[src/rtl/out_fifo_drain.sv]
// out_fifo_drain: drains the PHY output FIFO into a primed skid buffer feeding a valid/ready stream
module out_fifo_drain #(
    parameter int Q_WIDTH     = 48,
    parameter int RD_LATENCY  = 1,
    parameter int BUF_DEPTH   = 4,
    parameter int PRIME_LEVEL = 2
) (
    input  logic               RDCLK,
    input  logic               RESET,
    input  logic               EMPTY,
    input  logic               ALMOSTEMPTY,
    input  logic [Q_WIDTH-1:0] Q,
    output logic               RDEN,
    input  logic               enable,
    output logic [Q_WIDTH-1:0] m_data,
    output logic               m_valid,
    input  logic               m_ready,
    output logic               underrun,
    output logic               busy,
    output logic [15:0]        rd_count
);
    localparam int PW = $clog2(BUF_DEPTH);
    localparam int CW = $clog2(BUF_DEPTH + 1);
    localparam logic [CW:0]   DEPTH_C = (CW+1)'(BUF_DEPTH);
    localparam logic [CW-1:0] PRIME_C = CW'(PRIME_LEVEL);
    localparam logic [1:0] IDLE   = 2'd0;
    localparam logic [1:0] FILL   = 2'd1;
    localparam logic [1:0] STREAM = 2'd2;
    localparam logic [1:0] DRAIN  = 2'd3;

    logic [1:0]            state, state_nx;
    logic [Q_WIDTH-1:0]    buf_mem [BUF_DEPTH];
    logic [PW-1:0]         wr_ptr, rd_ptr;
    logic [CW-1:0]         occ, inflight;
    logic [CW:0]           credit;
    logic [RD_LATENCY-1:0] pipe;
    logic                  issued_last, underrun_q, push, pop, starve;

    // count reads still travelling through the FIFO read latency
    always_comb begin
        inflight = '0;
        for (int i = 0; i < RD_LATENCY; i++) inflight = inflight + CW'(pipe[i]);
    end

    assign credit   = {1'b0, occ} + {1'b0, inflight};
    assign RDEN     = (state == FILL || state == STREAM) && !EMPTY && credit < DEPTH_C
                      && !(ALMOSTEMPTY && issued_last);
    assign push     = pipe[RD_LATENCY-1];
    assign m_valid  = (state == STREAM || state == DRAIN) && occ != '0;
    assign pop      = m_valid && m_ready;
    assign m_data   = buf_mem[rd_ptr];
    assign starve   = state == STREAM && enable && m_ready && occ == '0;
    assign underrun = underrun_q || starve;
    assign busy     = state != IDLE;

    // prime, stream, re-prime on starvation, drain on disable
    always_comb begin
        state_nx = state;
        case (state)
            IDLE:    state_nx = enable ? FILL : IDLE;
            FILL:    state_nx = !enable ? DRAIN : (occ >= PRIME_C) ? STREAM : FILL;
            STREAM:  state_nx = !enable ? DRAIN : starve ? FILL : STREAM;
            default: state_nx = (occ == '0 && inflight == '0) ? IDLE : DRAIN;
        endcase
    end

    // control state, pointers, occupancy and latency pipe
    always_ff @(posedge RDCLK or negedge RESET) begin
        if (!RESET) begin
            state       <= IDLE;
            wr_ptr      <= '0;
            rd_ptr      <= '0;
            occ         <= '0;
            pipe        <= '0;
            issued_last <= 1'b0;
            underrun_q  <= 1'b0;
            rd_count    <= '0;
        end else begin
            state       <= state_nx;
            pipe        <= RD_LATENCY'({pipe, RDEN});
            issued_last <= RDEN;
            occ         <= occ + CW'(push) - CW'(pop);
            if (starve) underrun_q <= 1'b1;
            if (push) wr_ptr <= wr_ptr + PW'(1);
            if (pop) rd_ptr <= rd_ptr + PW'(1);
            if (pop) rd_count <= rd_count + 16'd1;
        end
    end

    // skid buffer storage, written when a read's data arrives
    always_ff @(posedge RDCLK or negedge RESET) begin
        if (!RESET) for (int i = 0; i < BUF_DEPTH; i++) buf_mem[i] <= '0;
        else if (push) buf_mem[wr_ptr] <= Q;
    end

    // credit keeps the buffer from overflowing and reads never hit an empty FIFO
    a_credit: assert property (@(posedge RDCLK) disable iff (!RESET) credit <= DEPTH_C);
    a_no_empty_read: assert property (@(posedge RDCLK) disable iff (!RESET) !(RDEN && EMPTY));
endmodule

[config.mk]
export PLATFORM = sky130hd
export DESIGN_NAME = out_fifo_drain
export DESIGN_NICKNAME = d
export VERILOG_FILES = /design/src/rtl/out_fifo_drain.sv
export SDC_FILE = /design/constraint.sdc
export NUM_CORES = 1
export LEC_CHECK = 0
export ABC_AREA = 1
export BUFFER_PORTS_ARGS = -buffer_cell sky130_fd_sc_hd__buf_4
export CELL_PAD_IN_SITES_DETAIL_PLACEMENT = 0
export CELL_PAD_IN_SITES_GLOBAL_PLACEMENT = 1
export CORE_ASPECT_RATIO = 1.2
export CORE_MARGIN = 5
export CORE_UTILIZATION = 35
export DETAILED_ROUTE_END_ITERATION = 12
export PLACE_DENSITY_LB_ADDON = 0.3
export SYNTH_ARGS = -nofsm -noshare
export SYNTH_HDL_FRONTEND = slang
export SYNTH_SLANG_ARGS = --single-unit
[constraint.sdc]
create_clock -name RDCLK -period 3.8 [get_ports RDCLK]
set_input_delay 1.14 -clock RDCLK [delete_from_list [all_inputs] [get_ports RDCLK]]
set_output_delay 1.14 -clock RDCLK [all_outputs]
set_load 0.02 [all_outputs]
==> results.sh, run 1 <==
export IMPL_fill_cells=2909
export IMPL_clockRootBuffer="clkbuf_16"
export IMPL_layout_min_cycle_time_ns=3.595
export IMPL_dp_hpwl_um=14840
export IMPL_cp_slowest_cell="buf_4"
export IMPL_crit_fanout=96
export IMPL_synth_area_um2=9826
export IMPL_leakage_nw=5.758
export IMPL_mostFrequentLayoutCells="280 x o21ai_0, 262 x nand2_1, 217 x dfrtp_1, 126 x buf_4, 111 x nor2_1"
export IMPL_synthCells=1144
export IMPL_cts_sinks=219
export IMPL_dp_cells=1581
export IMPL_timing_final_ws_setup_ns=0.2051
export IMPL_avgSynthCellArea_um2=8.589
export IMPL_viasPerCell=4.898
export IMPL_setup_viol=0
export IMPL_wl_per_cell_um=15.64
export IMPL_drt_iter0_drc=418
export IMPL_area_growth_pct=20.16
export IMPL_fin_nets=1296
export IMPL_power_density_nw_per_um2=956.8
export IMPL_final_layout_size_suffix_gt1_share_pct=15.50
export IMPL_final_common_cell="o21ai_0"
export IMPL_slew_headroom_pct=31.55
export IMPL_synth_top_cell_area_share_pct=55.77
export IMPL_cts_tree="yes"
export IMPL_routed_wl_met3_um=1064
export IMPL_path_cells="buf_4 -> o21ai_0 -> o22ai_1 -> buf_4"
export IMPL_syn_num_nets=1212
export IMPL_finalHoldViolCount=0
export IMPL_gp_congestion=0.7369
export IMPL_finalWirelength_um=25410
export IMPL_met2WireLength_um=12120
export IMPL_die_w_um=163.0
export IMPL_overflow=0
export IMPL_r2r_setup_slack_ns=1.26
export IMPL_worstMarginPinSlew_ns=1.027
export IMPL_n_antenna_cell=0
export IMPL_clk_latency_ns=0.51
export IMPL_crit_path_start_kind="flip-flop"
export IMPL_grt_pass1_vias=8018
export IMPL_ys_seq_area_share_pct=55.77
export IMPL_fin_setup_tns_ns=0
export IMPL_drt_pass1_iterations=5
export IMPL_critPathMostFrequentCell="buf_4"
export IMPL_fmax_mhz=278.2
export IMPL_synth_cell_types=26
export IMPL_highest_signal_layer="met4"
export IMPL_finalMaxSlewViolations=0
export IMPL_core_area_um2=27830
export IMPL_dieArea_um2=31540
export IMPL_synth_seq_cells=219
export IMPL_pin_count=122
export IMPL_cts_buffer_depth=3
export IMPL_rsz0062_at_grt="false"
export IMPL_place_ws_ns=0.7343
export IMPL_worstPathArrival_ns=2.45
export IMPL_portBuffers=121
export IMPL_die_y_um=193.5
export IMPL_ir_drop_mv=0.4451
export IMPL_cap_violations=0
export IMPL_multiInputGateArea_um2=3707
export IMPL_numCtsBuffers=24
export IMPL_cts_clk_slew_worst_paths_ns=0.06
export IMPL_crit_required_ns=2.66
export IMPL_skew_ns=0.008166
export IMPL_outcome="finished, final reports clean"
export IMPL_hold_buffers=0
export IMPL_crit_path_max_incr_delay_ns=0.80
export IMPL_period_share_pct=94.60
export IMPL_post_route_drc_count=0
export IMPL_worst_setup_path_type="reg2out"
export IMPL_routedLengthMet1_um=11830
export IMPL_routed_via_count=7955
export IMPL_hp_class="reg2reg"
export IMPL_start_util_pct=35.30
export IMPL_critPathCaptureType="output port"
export IMPL_fin_cells=1624
export IMPL_yosys_top_cells_area="dfrtp_1 56%, o21ai_0 14%, nand2_1 10%"
export IMPL_grt_pass1_wl_um=42120
export IMPL_grt_start_max_net_pins=97
export IMPL_rows=67
export IMPL_ant_nets=0
export IMPL_regArea_um2=5485
export IMPL_cts_max_level=1
export IMPL_synth_top_area_cell="dfrtp_1"
export IMPL_cts_resized=0
export IMPL_antenna_found_initial=0
export IMPL_post_cts_buffers=0
export IMPL_yosys_warnings=0
export IMPL_track_usage_pct=16.05
-- area by class of cell --
cell class	count	area share [%]
Clock inverter	11	0.9856
Timing Repair Buffer	131	8.817
Multi-Input combinational cell	775	31.40
Tap cell	379	4.017
Sequential cell	219	46.46
Clock buffer	32	5.861
Inverter	77	2.459
-- per-layer routing --
metal | global-route usage [%] | vias to the layer above
li1 | - | 3920
met1 | 21.71 | 3863
met2 | 27.26 | 145
met3 | 2.512 | 27
met4 | 3.511 | 0
met5 | 0 | -
-- stage by stage --
stage	instance area [um2]	hold slack (ns)	total power, W	util, %
after CTS	11810	0.4652	0.01147	42.42
final	11810	0.4595	0.01130	42.42
after floorplan	9826	0.4310	0.007223	-
after global placement	11000	0.4435	0.008959	39.52
after global routing	11810	0.4957	0.01225	42.42
after detailed placement	11000	0.4494	0.009039	39.52
-- state kept, by name (all words and copies together) (netlist names) --
name         count
wr_ptr           2
issued_last      1
rd_count        16
buf_mem        192
underrun_q       1
state            2
occ              3
rd_ptr           2
-- cells in the mapped netlist, drive strengths merged --
cell type and n:
a211oi 1, a21oi 1, buf 38, clkbuf 35, dfrtp 219, fa 1, ha 13, inv 77
nand2 266, nand3 12, nand3b 3, nand4 6, nor2 117, nor3 1, o21ai 292, o22ai 48
or2 2, xor2 12
-- path summary, 6_finish.rpt --
check	start	to	cells past startpoint
min in group asynchronous	RESET	rd_count[5]	1
worst max register to register	state[0]	occ[2]	12
worst min register to register	underrun_q	underrun_q	1
max in group asynchronous	RESET	buf_mem[63]	2
worst max-delay path	rd_ptr[0]	m_data[36]	4
worst min-delay path	underrun_q	underrun_q	1
-- cells by family (layout without fill, tap and decap cells) --
group / after synthesis / after routing / share of synthesized area, %
buffers and inverters: 150 / 251 / 6.749
DFF: 219 / 219 / 55.77
AOI/OAI and AO/OA: 342 / 342 / 18.06
and+or+nand+nor: 407 / 407 / 16.49
adders and majority gates: 14 / 14 / 1.859
xor gates and xnor gates: 12 / 12 / 1.070
-- worst max-delay path: cells and delay by family, from the launching register on --
| kind | cells | cell delay (ns) |
|---|---|---|
| flip-flops | 1 | 0.41 |
| AO/OA/AOI/OAI | 2 | 0.52 |
| buffers and inverters | 2 | 1.00 |
-- power by group --
part / internal, W / total [W] / switching (W) / leakage (nW)
Sequential: 0.00348 / 0.00412 / 0.000636 / 2.58
Clock: 0.00142 / 0.00237 / 0.000953 / 0.393
Combinational: 0.00184 / 0.00481 / 0.00297 / 2.79
Total: 0.00674 / 0.0113 / 0.00456 / 5.76
No activity file was read; power rests on OpenSTA's default activity.
==> run 2, diff against run 1 <==
- CAP_MARGIN: not set -> 20
- RECOVER_POWER: not set -> 25
==> results.sh, run 2 (synthesis gave the netlist of run 1 again) <==
export IMPL_mostFrequentLayoutCells="280 x o21ai_0, 262 x nand2_1, 217 x dfrtp_1, 125 x buf_4, 111 x nor2_1"
export IMPL_area_growth_pct=19.89
export IMPL_critPathCaptureType="output port"
export IMPL_regArea_um2=5485
export IMPL_hold_buffers=0
export IMPL_ff2ff_path_depth=12
export IMPL_fin_nets=1296
export IMPL_post_route_drc_count=0
export IMPL_pin_count=122
export IMPL_grt_pass1_wl_um=42120
export IMPL_cap_violations=1
export IMPL_antenna_found_initial=0
export IMPL_routed_via_count=7952
export IMPL_wl_per_cell_um=15.61
export IMPL_reg_largest_list="buf_mem: 192 flops, rd_count: 16 flops, occ: 3 flops"
export IMPL_worstMarginPinSlew_ns=2.447
export IMPL_grt_pass1_vias=8018
export IMPL_dieArea_um2=31540
export IMPL_finalWirelength_um=25360
export IMPL_numCtsBuffers=24
export IMPL_crit_fanout=96
export IMPL_final_layout_size_suffix_gt1_share_pct=15.42
export IMPL_setup_viol=0
export IMPL_timing_hold_ws_ns=0.4595
export IMPL_cts_tree="yes"
export IMPL_drt_iter0_drc=433
export IMPL_worstPathArrival_ns=2.45
export IMPL_ir_drop_mv=0.4263
export IMPL_r2r_setup_slack_ns=1.26
export IMPL_overflow=0
export IMPL_hold_depth=1
export IMPL_die_w_um=163.0
export IMPL_viasPerCell=4.897
export IMPL_clockRootBuffer="clkbuf_16"
export IMPL_met2WireLength_um=12120
export IMPL_finalMaxSlewViolations=93
export IMPL_min_to="underrun_q"
export IMPL_clk_latency_ns=0.51
export IMPL_cts_buffer_depth=3
export IMPL_cts_resized=0
export IMPL_worst_setup_path_type="reg2out"
export IMPL_routedLengthMet1_um=11770
export IMPL_die_y_um=193.5
export IMPL_cts_max_level=1
export IMPL_crit_required_ns=2.66
export IMPL_multiInputGateArea_um2=3707
export IMPL_power_density_nw_per_um2=958.2
export IMPL_final_common_cell="o21ai_0"
export IMPL_failed_checks="max-capacitance violations, max-slew violations"
export IMPL_largest_register_ffs=192
export IMPL_worstReg2RegEnd="occ[2]"
export IMPL_hp_start="underrun_q"
export IMPL_gp_congestion=0.7369
export IMPL_fill_cells=2912
export IMPL_rows=67
export IMPL_drt_pass1_iterations=4
export IMPL_cts_sinks=219
export IMPL_rsz0062_at_grt="false"
export IMPL_portBuffers=121
export IMPL_fmax_mhz=278.5
export IMPL_ant_nets=0
export IMPL_skew_ns=0.008873
export IMPL_slew_headroom_pct=-63.13
export IMPL_routed_wl_met3_um=1065
export IMPL_crit_path_start_kind="flip-flop"
export IMPL_period_share_pct=94.50
export IMPL_reg2reg_from="state[0]"
export IMPL_outcome="complete, but fails checks"
export IMPL_cts_clk_slew_worst_paths_ns=0.06
export IMPL_largest_register="buf_mem"
export IMPL_fin_setup_tns_ns=0
export IMPL_dp_hpwl_um=14840
export IMPL_n_antenna_cell=0
export IMPL_highest_signal_layer="met4"
export IMPL_post_cts_buffers=0
export IMPL_hp_class="reg2reg"
export IMPL_grt_start_max_net_pins=97
export IMPL_start_util_pct=35.30
export IMPL_core_area_um2=27830
export IMPL_placed_cell_area_um2=11000
export IMPL_layout_min_cycle_time_ns=3.591
export IMPL_design_area_um2=11780
export IMPL_finalHoldViolCount=0
export IMPL_leakage_nw=5.746
export IMPL_track_usage_pct=16.05
run 2: layout make-up:
type | instances | area share [%]
clock inverter | 11 | 0.9878
inverter | 77 | 2.464
tap | 379 | 4.026
clock buffer | 32 | 5.874
timing repair buffer | 131 | 8.614
sequential | 219 | 46.56
multi-input combinational | 775 | 31.47
run 2: per-stage QoR:
step / setup slack, ns / util, % / std cells / power (W)
after global routing: 0.02519 / 42.33 / 1624 / 0.01225
after CTS: 0.1814 / 42.42 / 1624 / 0.01147
final: 0.2088 / 42.33 / 1624 / 0.01129
after detailed placement: 0.7343 / 39.52 / 1581 / 0.009039
after global placement: 0.7548 / 39.52 / 1581 / 0.008959
after floorplan: 0.7769 / - / 1144 / 0.007223
run 2: worst max-delay path, cell delays in order, from the launching register on:
cell and delay, ns:
dfrtp_4 0.41, buf_4 0.80, o21ai_0 0.23, o22ai_1 0.28, buf_4 0.19
run 2: per-layer routing:
metal / track usage (%) / vias to the layer above
met1: 21.71 / 3856
met5: 0 / -
li1: - / 3918
met4: 3.511 / 0
met2: 27.26 / 149
met3: 2.512 / 29
run 2: worst max-delay path by stage:
stage / cells after the start / endpoint / slack [ns] / from
2_1_floorplan: 2 / RDEN / 0.78 / EMPTY
3_3_place_gp: 4 / m_data[32] / 0.75 / rd_ptr[0]
3_5_place_dp: 4 / m_data[32] / 0.73 / rd_ptr[0]
4_1_cts: 4 / m_data[32] / 0.18 / rd_ptr[0]
5_1_grt: 4 / m_data[20] / 0.03 / rd_ptr[0]
6_report: 4 / m_data[36] / 0.21 / rd_ptr[0]
run 2: power breakdown:
part	total [W]	leakage, nW	internal [W]	switching [W]
combinational	0.00480	2.78	0.00184	0.00296
sequential	0.00412	2.58	0.00348	0.000636
clock	0.00237	0.393	0.00142	0.000952
==> run 3, diff against run 2 <==
- REMOVE_ABC_BUFFERS: not set -> 1
==> results.sh, run 3 (synthesis gave the netlist of run 1 again) <==
export IMPL_outcome="complete, but fails checks"
export IMPL_failed_checks="max-capacitance violations, max-slew violations"
export IMPL_largest_register_ffs=192
export IMPL_crit_required_ns=2.66
export IMPL_drt_pass1_iterations=5
export IMPL_post_route_drc_count=0
export IMPL_dp_cells=1586
export IMPL_cap_violations=1
export IMPL_worstMarginPinSlew_ns=2.234
export IMPL_post_cts_buffers=0
export IMPL_reg_largest_list="buf_mem: 192 flops, rd_count: 16 flops, occ: 3 flops"
export IMPL_rsz0062_at_grt="false"
export IMPL_gp_congestion=0.7611
export IMPL_setup_viol=0
export IMPL_clockRootBuffer="clkbuf_16"
export IMPL_cts_clk_slew_worst_paths_ns=0.06
export IMPL_fin_nets=1302
export IMPL_track_usage_pct=15.66
export IMPL_portBuffers=121
export IMPL_slew_headroom_pct=-48.94
export IMPL_finalWirelength_um=24640
export IMPL_fin_cells=1629
export IMPL_power_density_nw_per_um2=948.3
export IMPL_cts_max_level=1
export IMPL_pin_count=122
export IMPL_cts_buffer_depth=3
export IMPL_rows=67
export IMPL_grt_start_max_net_pins=97
export IMPL_numCtsBuffers=25
export IMPL_place_ws_ns=0.8050
export IMPL_r2r_setup_slack_ns=1.29
export IMPL_crit_fanout=60
export IMPL_cts_tree="yes"
export IMPL_leakage_nw=5.742
export IMPL_grt_pass1_wl_um=41240
export IMPL_final_common_cell="o21ai_0"
export IMPL_hp_class="reg2reg"
export IMPL_fill_cells=2846
export IMPL_cts_resized=0
export IMPL_layout_min_cycle_time_ns=3.251
export IMPL_critPathCaptureType="output port"
export IMPL_overflow=0
export IMPL_start_util_pct=35.30
export IMPL_mostFrequentLayoutCells="280 x o21ai_0, 262 x nand2_1, 217 x dfrtp_1, 128 x buf_4, 111 x nor2_1"
export IMPL_dp_hpwl_um=14790
export IMPL_antenna_found_initial=0
export IMPL_routed_via_count=7855
export IMPL_die_w_um=163.0
export IMPL_ir_drop_mv=0.4170
export IMPL_largest_register="buf_mem"
export IMPL_timing_final_ws_setup_ns=0.5487
export IMPL_finalMaxSlewViolations=82
export IMPL_worstPathArrival_ns=2.11
export IMPL_dieArea_um2=31540
export IMPL_n_antenna_cell=0
export IMPL_fmax_mhz=307.6
export IMPL_grt_pass1_vias=7957
export IMPL_ant_nets=0
export IMPL_clk_latency_ns=0.51
export IMPL_viasPerCell=4.822
export IMPL_skew_ns=0.01673
export IMPL_drt_iter0_drc=478
export IMPL_finalHoldViolCount=0
export IMPL_timing_hold_ws_ns=0.4700
export IMPL_hold_buffers=0
export IMPL_die_y_um=193.5
export IMPL_worst_setup_path_type="reg2out"
export IMPL_wl_per_cell_um=15.12
export IMPL_crit_path_start_kind="flip-flop"
export IMPL_period_share_pct=85.56
export IMPL_core_area_um2=27830
export IMPL_area_growth_pct=20.34
export IMPL_cts_sinks=219
export IMPL_final_layout_size_suffix_gt1_share_pct=15.44
## run 3: final cells by class
| cell class | count | area [um2] | area share, % |
|---|---|---|---|
| clock buffers | 39 | 748.2 | 6.328 |
| multi-input cells | 775 | 3687 | 31.19 |
| inverters | 77 | 289.0 | 2.444 |
| repair buffers | 136 | 1090 | 9.217 |
| clock inverters | 4 | 52.55 | 0.4444 |
| flip-flops and latches | 219 | 5483 | 46.37 |
| well taps | 379 | 474.2 | 4.011 |
## run 3: metrics by stage
| stage | area [um2] | util [%] | setup TNS (ns) | power, W |
|---|---|---|---|---|
| CTS | 11840 | 42.53 | 0 | 0.01142 |
| global route | 11820 | 42.48 | 0 | 0.01219 |
| detailed placement | 11040 | 39.66 | 0 | 0.009019 |
| global placement | 11040 | 39.66 | 0 | 0.008937 |
| floorplan | 9452 | - | -15.48 | 0.007034 |
| finish | 11820 | 42.48 | 0 | 0.01121 |
## run 3: report_power, final
part / switching (W) / total (W) / leakage (nW) / internal (W)
sequential: 0.000615 / 0.00409 / 2.58 / 0.00348
combinational: 0.00294 / 0.00478 / 2.77 / 0.00185
clock: 0.000924 / 0.00234 / 0.394 / 0.00141
## run 3: worst max-delay path: stages, from the launching register on
cell and delay [ns]:
dfrtp_2 0.42, inv_2 0.06, buf_4 0.53, o21ai_0 0.15
o22ai_1 0.21, buf_4 0.19
## run 3: final timing paths
path,depth (start not counted),end,startpoint
max in group asynchronous,2,rd_ptr[1],RESET
setup / recovery,5,m_data[39],rd_ptr[0]
hold reg to reg,1,underrun_q,underrun_q
setup reg to reg,12,occ[2],state[0]
min in group asynchronous,1,rd_count[14],RESET
hold / removal,1,underrun_q,underrun_q
## run 3: routing by layer
metal | up-vias | wire, um | track usage, %
met5 | - | 0 | 0
met4 | 0 | 374 | 3.263
met3 | 30 | 1236 | 3.065
met2 | 132 | 11650 | 25.89
met1 | 3747 | 11370 | 21.51
li1 | 3946 | - | -
